<file path="src/rtl/framer_input_scheduler.sv">
// ============================================================================
// framer_input_scheduler
//
// Sits between the sampling ADC / debug-data-injection (DDI) source and the
// framer's sample inputs. Captures whole 128- or 256-sample ADC frames, powers
// the ADC down for a programmable number of frame periods between captures,
// and re-powers it early enough to finish its warm-up before the next capture.
// Source switching between ADC and DDI happens only at frame boundaries, so
// the framer never sees a partial frame or both sources in one cycle.
//
// Parameters
//   WARMUP_CYCLES    cycles the ADC must be powered before samples are used
//   SAMPLE_PERIOD    clock cycles per ADC sample, used to time skipped frames
//
// Ports
//   clk              system clock, rising edge
//   reset_n          asynchronous active-low reset
//   enable           run request
//   ddi_mode         1 = frames from DDI, 0 = frames from ADC
//   use_256_points   frame length 256 when 1, else 128
//   frame_skip_count frames skipped after each captured ADC frame
//   adc_sample_*     ADC strobe / sample in
//   ddi_in_*         DDI beat valid / data in; ddi_in_ready acknowledges
//   adc_power_on     ADC power enable (registered)
//   adc_valid/data   forwarded ADC sample to the framer (1-cycle latency)
//   ddi_valid/data   forwarded DDI beat to the framer (1-cycle latency)
//   frames_done      completed frames of either source, wraps at 2^16
// ============================================================================
module framer_input_scheduler #(
    parameter int WARMUP_CYCLES = 64,
    parameter int SAMPLE_PERIOD = 16
) (
    input  logic        clk,
    input  logic        reset_n,
    input  logic        enable,
    input  logic        ddi_mode,
    input  logic        use_256_points,
    input  logic [6:0]  frame_skip_count,
    input  logic        adc_sample_valid,
    input  logic [7:0]  adc_sample_data,
    input  logic        ddi_in_valid,
    input  logic [7:0]  ddi_in_data,
    output logic        ddi_in_ready,
    output logic        adc_power_on,
    output logic        adc_valid,
    output logic [7:0]  adc_data,
    output logic        ddi_valid,
    output logic [7:0]  ddi_data,
    output logic [15:0] frames_done
);

    typedef enum logic [2:0] {IDLE, WARMUP, CAPTURE, SKIP, INJECT} state_t;

    localparam logic [7:0]  WARM_LOAD  = 8'(WARMUP_CYCLES);
    localparam logic [23:0] WARM_TIMER = 24'(WARMUP_CYCLES);
    localparam logic [23:0] SP24       = 24'(SAMPLE_PERIOD);

    state_t      r_state, w_state_nxt;
    logic [7:0]  r_warm_cnt, w_warm_nxt;
    logic [8:0]  r_sample_cnt, w_sample_nxt;
    logic [23:0] r_timer, w_timer_nxt;
    logic        r_n256, w_n256_nxt;
    logic [6:0]  r_skip, w_skip_nxt;
    logic [15:0] r_frames, w_frames_nxt;
    logic        r_power;
    logic        r_adc_valid, r_ddi_valid;
    logic [7:0]  r_adc_data, r_ddi_data;

    logic        w_adc_take, w_ddi_take;
    logic [8:0]  w_frame_last;
    logic [23:0] w_skip_prod, w_skip_load;

    // A sample or beat only counts in the state that owns that source.
    assign w_adc_take   = (r_state == CAPTURE) && adc_sample_valid;
    assign w_ddi_take   = (r_state == INJECT) && ddi_in_valid;
    assign w_frame_last = r_n256 ? 9'd255 : 9'd127;

    // Skip length is never shorter than the warm-up, otherwise the ADC could
    // not be fully warmed before the next capture.
    assign w_skip_prod  = 24'(r_skip) * (r_n256 ? 24'd256 : 24'd128) * SP24;
    assign w_skip_load  = (w_skip_prod > WARM_TIMER) ? w_skip_prod : WARM_TIMER;

    // Next-state and counter logic. Shadow N/skip are refreshed on leaving
    // IDLE and at every frame boundary so a frame never changes length midway.
    always_comb begin
        w_state_nxt  = r_state;
        w_warm_nxt   = r_warm_cnt;
        w_sample_nxt = r_sample_cnt;
        w_timer_nxt  = r_timer;
        w_n256_nxt   = r_n256;
        w_skip_nxt   = r_skip;
        w_frames_nxt = r_frames;
        case (r_state)
            IDLE: begin
                if (enable) begin
                    w_n256_nxt   = use_256_points;
                    w_skip_nxt   = frame_skip_count;
                    w_sample_nxt = 9'd0;
                    if (ddi_mode) begin
                        w_state_nxt = INJECT;
                    end else begin
                        w_state_nxt = WARMUP;
                        w_warm_nxt  = WARM_LOAD;
                    end
                end
            end
            WARMUP: begin
                if (!enable) begin
                    w_state_nxt = IDLE;
                end else if (r_warm_cnt == 8'd0) begin
                    w_state_nxt  = CAPTURE;
                    w_sample_nxt = 9'd0;
                end else begin
                    w_warm_nxt = r_warm_cnt - 8'd1;
                end
            end
            CAPTURE: begin
                if (w_adc_take) begin
                    if (r_sample_cnt == w_frame_last) begin
                        w_frames_nxt = r_frames + 16'd1;
                        w_sample_nxt = 9'd0;
                        w_n256_nxt   = use_256_points;
                        w_skip_nxt   = frame_skip_count;
                        if (!enable) begin
                            w_state_nxt = IDLE;
                        end else if (ddi_mode) begin
                            w_state_nxt = INJECT;
                        end else if (r_skip != 7'd0) begin
                            w_state_nxt = SKIP;
                            w_timer_nxt = w_skip_load;
                        end
                    end else begin
                        w_sample_nxt = r_sample_cnt + 9'd1;
                    end
                end
            end
            SKIP: begin
                if (!enable) begin
                    w_state_nxt = IDLE;
                end else if (r_timer == 24'd0) begin
                    w_state_nxt  = CAPTURE;
                    w_sample_nxt = 9'd0;
                end else begin
                    w_timer_nxt = r_timer - 24'd1;
                end
            end
            INJECT: begin
                if (w_ddi_take) begin
                    if (r_sample_cnt == w_frame_last) begin
                        w_frames_nxt = r_frames + 16'd1;
                        w_sample_nxt = 9'd0;
                        w_n256_nxt   = use_256_points;
                        w_skip_nxt   = frame_skip_count;
                        if (!enable) begin
                            w_state_nxt = IDLE;
                        end else if (!ddi_mode) begin
                            w_state_nxt = WARMUP;
                            w_warm_nxt  = WARM_LOAD;
                        end
                    end else begin
                        w_sample_nxt = r_sample_cnt + 9'd1;
                    end
                end
            end
            default: w_state_nxt = IDLE;
        endcase
    end

    // State, counters and registered framer outputs. Power follows the
    // current state one cycle later; in SKIP it comes back once the remaining
    // time has dropped to the warm-up length.
    always_ff @(posedge clk or negedge reset_n) begin
        if (!reset_n) begin
            r_state      <= IDLE;
            r_warm_cnt   <= 8'd0;
            r_sample_cnt <= 9'd0;
            r_timer      <= 24'd0;
            r_n256       <= 1'b0;
            r_skip       <= 7'd0;
            r_frames     <= 16'd0;
            r_power      <= 1'b0;
            r_adc_valid  <= 1'b0;
            r_adc_data   <= 8'd0;
            r_ddi_valid  <= 1'b0;
            r_ddi_data   <= 8'd0;
        end else begin
            r_state      <= w_state_nxt;
            r_warm_cnt   <= w_warm_nxt;
            r_sample_cnt <= w_sample_nxt;
            r_timer      <= w_timer_nxt;
            r_n256       <= w_n256_nxt;
            r_skip       <= w_skip_nxt;
            r_frames     <= w_frames_nxt;
            r_power      <= (r_state == WARMUP) || (r_state == CAPTURE) ||
                            ((r_state == SKIP) && (r_timer <= WARM_TIMER));
            r_adc_valid  <= w_adc_take;
            r_adc_data   <= w_adc_take ? adc_sample_data : 8'd0;
            r_ddi_valid  <= w_ddi_take;
            r_ddi_data   <= w_ddi_take ? ddi_in_data : 8'd0;
        end
    end

    assign ddi_in_ready = (r_state == INJECT);
    assign adc_power_on = r_power;
    assign adc_valid    = r_adc_valid;
    assign adc_data     = r_adc_data;
    assign ddi_valid    = r_ddi_valid;
    assign ddi_data     = r_ddi_data;
    assign frames_done  = r_frames;

endmodule

</file>
<file path="config.mk">
export PLATFORM = sky130hd
export DESIGN_NAME = framer_input_scheduler
export DESIGN_NICKNAME = d
export VERILOG_FILES = /design/src/rtl/framer_input_scheduler.sv
export SDC_FILE = /design/constraint.sdc
export NUM_CORES = 1
export LEC_CHECK = 0
export CORE_MARGIN = 1
export CORE_UTILIZATION = 34
export DETAILED_ROUTE_END_ITERATION = 6
export HOLD_SLACK_MARGIN = 0.05
export MAX_ROUTING_LAYER = met4
export PLACE_DENSITY = 0.6
export SLEW_MARGIN = 30
export SYNTH_ARGS = -nofsm -noshare
export SYNTH_HDL_FRONTEND = slang
export SYNTH_SLANG_ARGS = --single-unit
</file>
<file path="constraint.sdc">
create_clock -name clk -period 3 [get_ports clk]
set_clock_uncertainty 0.2 [all_clocks]
set_input_delay 0.3 -clock clk [delete_from_list [all_inputs] [get_ports clk]]
set_output_delay 0.3 -clock clk [all_outputs]
set_load 0.005 [all_outputs]
</file>
==> reports/qor.yml <==
status: "complete, no violations"
rows: 43
start_util_pct: 35.4
cap_violations: 0
cts.reportedPaths.clkPinSlew_ps: 70
max-vdd-ir-drop_mv: 0.551
synth_flop_cell: "dfrtp_1"
hold_path.class: "reg2reg"
synth_cells: 510
drc_errors: 0
coreArea_sq_mm: 0.0141
cp-end-kind: "flop"
async_reset_ff_share_pct: 100
drt_iter0_drc: 358
min_path_cells: 1
drive_gt1_share_pct: 12.2
cts_buffer_depth: 2
ant_nets: 0
p_per_area_mw_per_mm2: 848
hold_viol: 0
final_cell_area_sq_mm: 0.00626
die_w_um: 123
cts_made_buffers: 9
grt_pass1_vias: 4249
synth-compound-area-share_pct: 17.0
gp_congestion: 0.839
drt_pass1_iterations: 5
final_cell_count_no_fill: 768
dp.cells: 751
start_kind: "flop"
seq_area_frac_synth_pct: 43.6
hold_start: "frames_done[15]$_DFFE_PN0P_"
pin_count: 66
layout_common_cells: "dfrtp_1 (86), clkdlybuf4s50_1 (64), nor2_1 (39)"
grt_max_degree: 50
worst_slew_pin_slew_ps: 725
placed_cell_area_sq_mm: 0.00595
fmax_ghz: 0.352
layout.nets: 634
top_usage_layer: "met2"
relSlewSlack_pct: 51.5
hpwl_um: 8870
setup_viol: 0
final_util_pct: 44.4
use_met1_pct: 21.8
grt-ovfl-total: 0
cts-htree-levels: 3
io_buffers: 65
antenna_found_initial: 0
syn_to_final_growth_pct: 25.3
routed_wl_um: 12300
worstPathArrival_ps: 2920
total_power_mw: 5.31
fin_crit_sh_pct: 94.7
grt_use_met3_pct: 4.57
die-area_sq_mm: 0.0152
synthSimpleGateAreaFrac_pct: 23.6
drv_slew: 0
synth_top_family_by_area: "simple AND/OR/NAND/NOR gates"
synth-xor-area-share_pct: 3.68
use_met2_pct: 28.1
cts_root_buffer: "clkbuf_16"
r2r_end: "r_timer[19]$_DFFE_PN0P_"
clk_latency_ps: 350
path_class: "reg2reg"
num_antenna_cells: 0
syn-cell-area_sq_mm: 0.00499
die_h_um: 123
clock-sinks: 87
timing.rr.start: "r_n256$_DFFE_PN0P_"
via_per_inst: 5.53
grt_util_all_layers_pct: 17.8
required_ps: 3080
detail_route.wl_per_cell_um: 16.0
rsz0062_at_grt: "true"
synthAdderAreaFrac_pct: 5.16
dr_total_vias: 4245
synth_edf_count: 0
yosys-mux-area-fraction_pct: 3.13
worstHoldEndpoint: "frames_done[15]$_DFFE_PN0P_"
synth.distinct_cells: 71
leakagePower_nw: 2.66
rrSetupSlack_ps: 160
ys_ff_latch: 87
grt_pass1_wl_um: 20500
syn_avg_cell_area_sq_um: 9.79
final_common_cell: "dfrtp_1"
yosys_warnings: 0
reg2regPathDepth: 10
critPathMaxFanout: 7
cts_tree: "built"
period_minus_slack_ps: 2840
==> per-layer routing <==
layer	share of wire, %	vias to the layer above
met5	0	-
met4	1.6	0
met3	6.1	16
met2	46	132
met1	46	2052
li1	-	2045
==> cell usage after synthesis (6+ instances only) <==
cell | number | area [sq um]
a21oi_1 | 25 | 125
and2_1 | 22 | 138
clkbuf_1 | 18 | 67.6
dfrtp_1 | 87 | 2180
ha_1 | 19 | 238
inv_1 | 23 | 86.3
mux2_2 | 13 | 146
nand2_1 | 21 | 78.8
nand3_1 | 14 | 70.1
nand4_1 | 7 | 43.8
nor2_1 | 39 | 146
nor2b_1 | 6 | 37.5
nor3_1 | 20 | 100
nor4_1 | 11 | 68.8
o21ai_0 | 19 | 95.1
o31ai_1 | 25 | 188
or3_1 | 6 | 37.5
or4_1 | 11 | 82.6
xnor2_1 | 11 | 96.3
xor2_1 | 10 | 87.6
==> final cells by class <==
type,count,area (sq um)
Fill cell,1350,7840
Multi-Input combinational cell,378,2680
Sequential cell,87,2180
Timing Repair Buffer,85,813
Clock buffer,9,225
Tap cell,180,225
Inverter,23,86.3
Clock inverter,6,45.0
==> where the power goes <==
| group | switching, mW | total [mW] | internal (mW) |
|---|---|---|---|
| combinational | 1.41 | 2.54 | 1.13 |
| clock | 0.490 | 1.05 | 0.560 |
| sequential | 0.278 | 1.72 | 1.44 |
==> what timing repair did <==
item,4_1_cts,5_1_grt
buffers inserted,0,1
hold endpoints to repair,48,0
gates resized for setup,1,3
pin swaps,0,1
hold buffers,1,0
endpoints found under the setup margin,1,2
==> state kept, by name, summed over array words and instances (netlist names), 3 cells and up <==
| signal | count |
|---|---|
| frames_done | 16 |
| ddi_data | 8 |
| r_skip | 7 |
| r_warm_cnt | 8 |
| r_state | 3 |
| r_timer | 24 |
| r_sample_cnt | 9 |
| adc_data | 8 |
==> worst max-delay path by stage <==
stage | from | to | slack [ps] | depth (start not counted)
4_1_cts | r_n256$_DFFE_PN0P_ | r_timer[6]$_DFFE_PN0P_ | 20 | 9
6_report | r_n256$_DFFE_PN0P_ | r_timer[19]$_DFFE_PN0P_ | 160 | 10
3_5_place_dp | r_n256$_DFFE_PN0P_ | r_timer[6]$_DFFE_PN0P_ | 8 | 9
3_3_place_gp | r_n256$_DFFE_PN0P_ | r_timer[6]$_DFFE_PN0P_ | 80 | 9
2_1_floorplan | r_n256$_DFFE_PN0P_ | r_timer[6]$_DFFE_PN0P_ | 60 | 10
5_1_grt | r_n256$_DFFE_PN0P_ | r_timer[19]$_DFFE_PN0P_ | -4 | 10
==> kinds of logic (layout without fill, tap and decap cells) <==
group	Yosys count	in the layout
and+or+nand+nor	198	198
DFF	87	87
buffers and inverters	47	123
other	2	4
AOI/OAI and AO/OA	121	121
adders and majority gates	20	20
muxes	14	14
xor gates and xnor gates	21	21
==> worst max-delay path: stages (launching register included) <==
cell and delay, ps:
dfrtp_2 410, buf_4 170, mux2_2 340, ha_1 290, ha_1 290, ha_1 330, nor3_1 60, a211oi_1 210
xor2_1 130, a32o_1 220, a21oi_1 130
==> stage by stage <==
step | setup slack [ps] | hold WS [ps] | TNS [ps]
6_report | 159 | 270 | 0
5_1_grt | -3.66 | 295 | -3.83
4_1_cts | 22.7 | 276 | 0
3_5_place_dp | 7.82 | 178 | 0
3_3_place_gp | 78.7 | 166 | 0
2_1_floorplan | 62.6 | -196 | 0
Note: power is estimated with default switching activity, not from simulation.
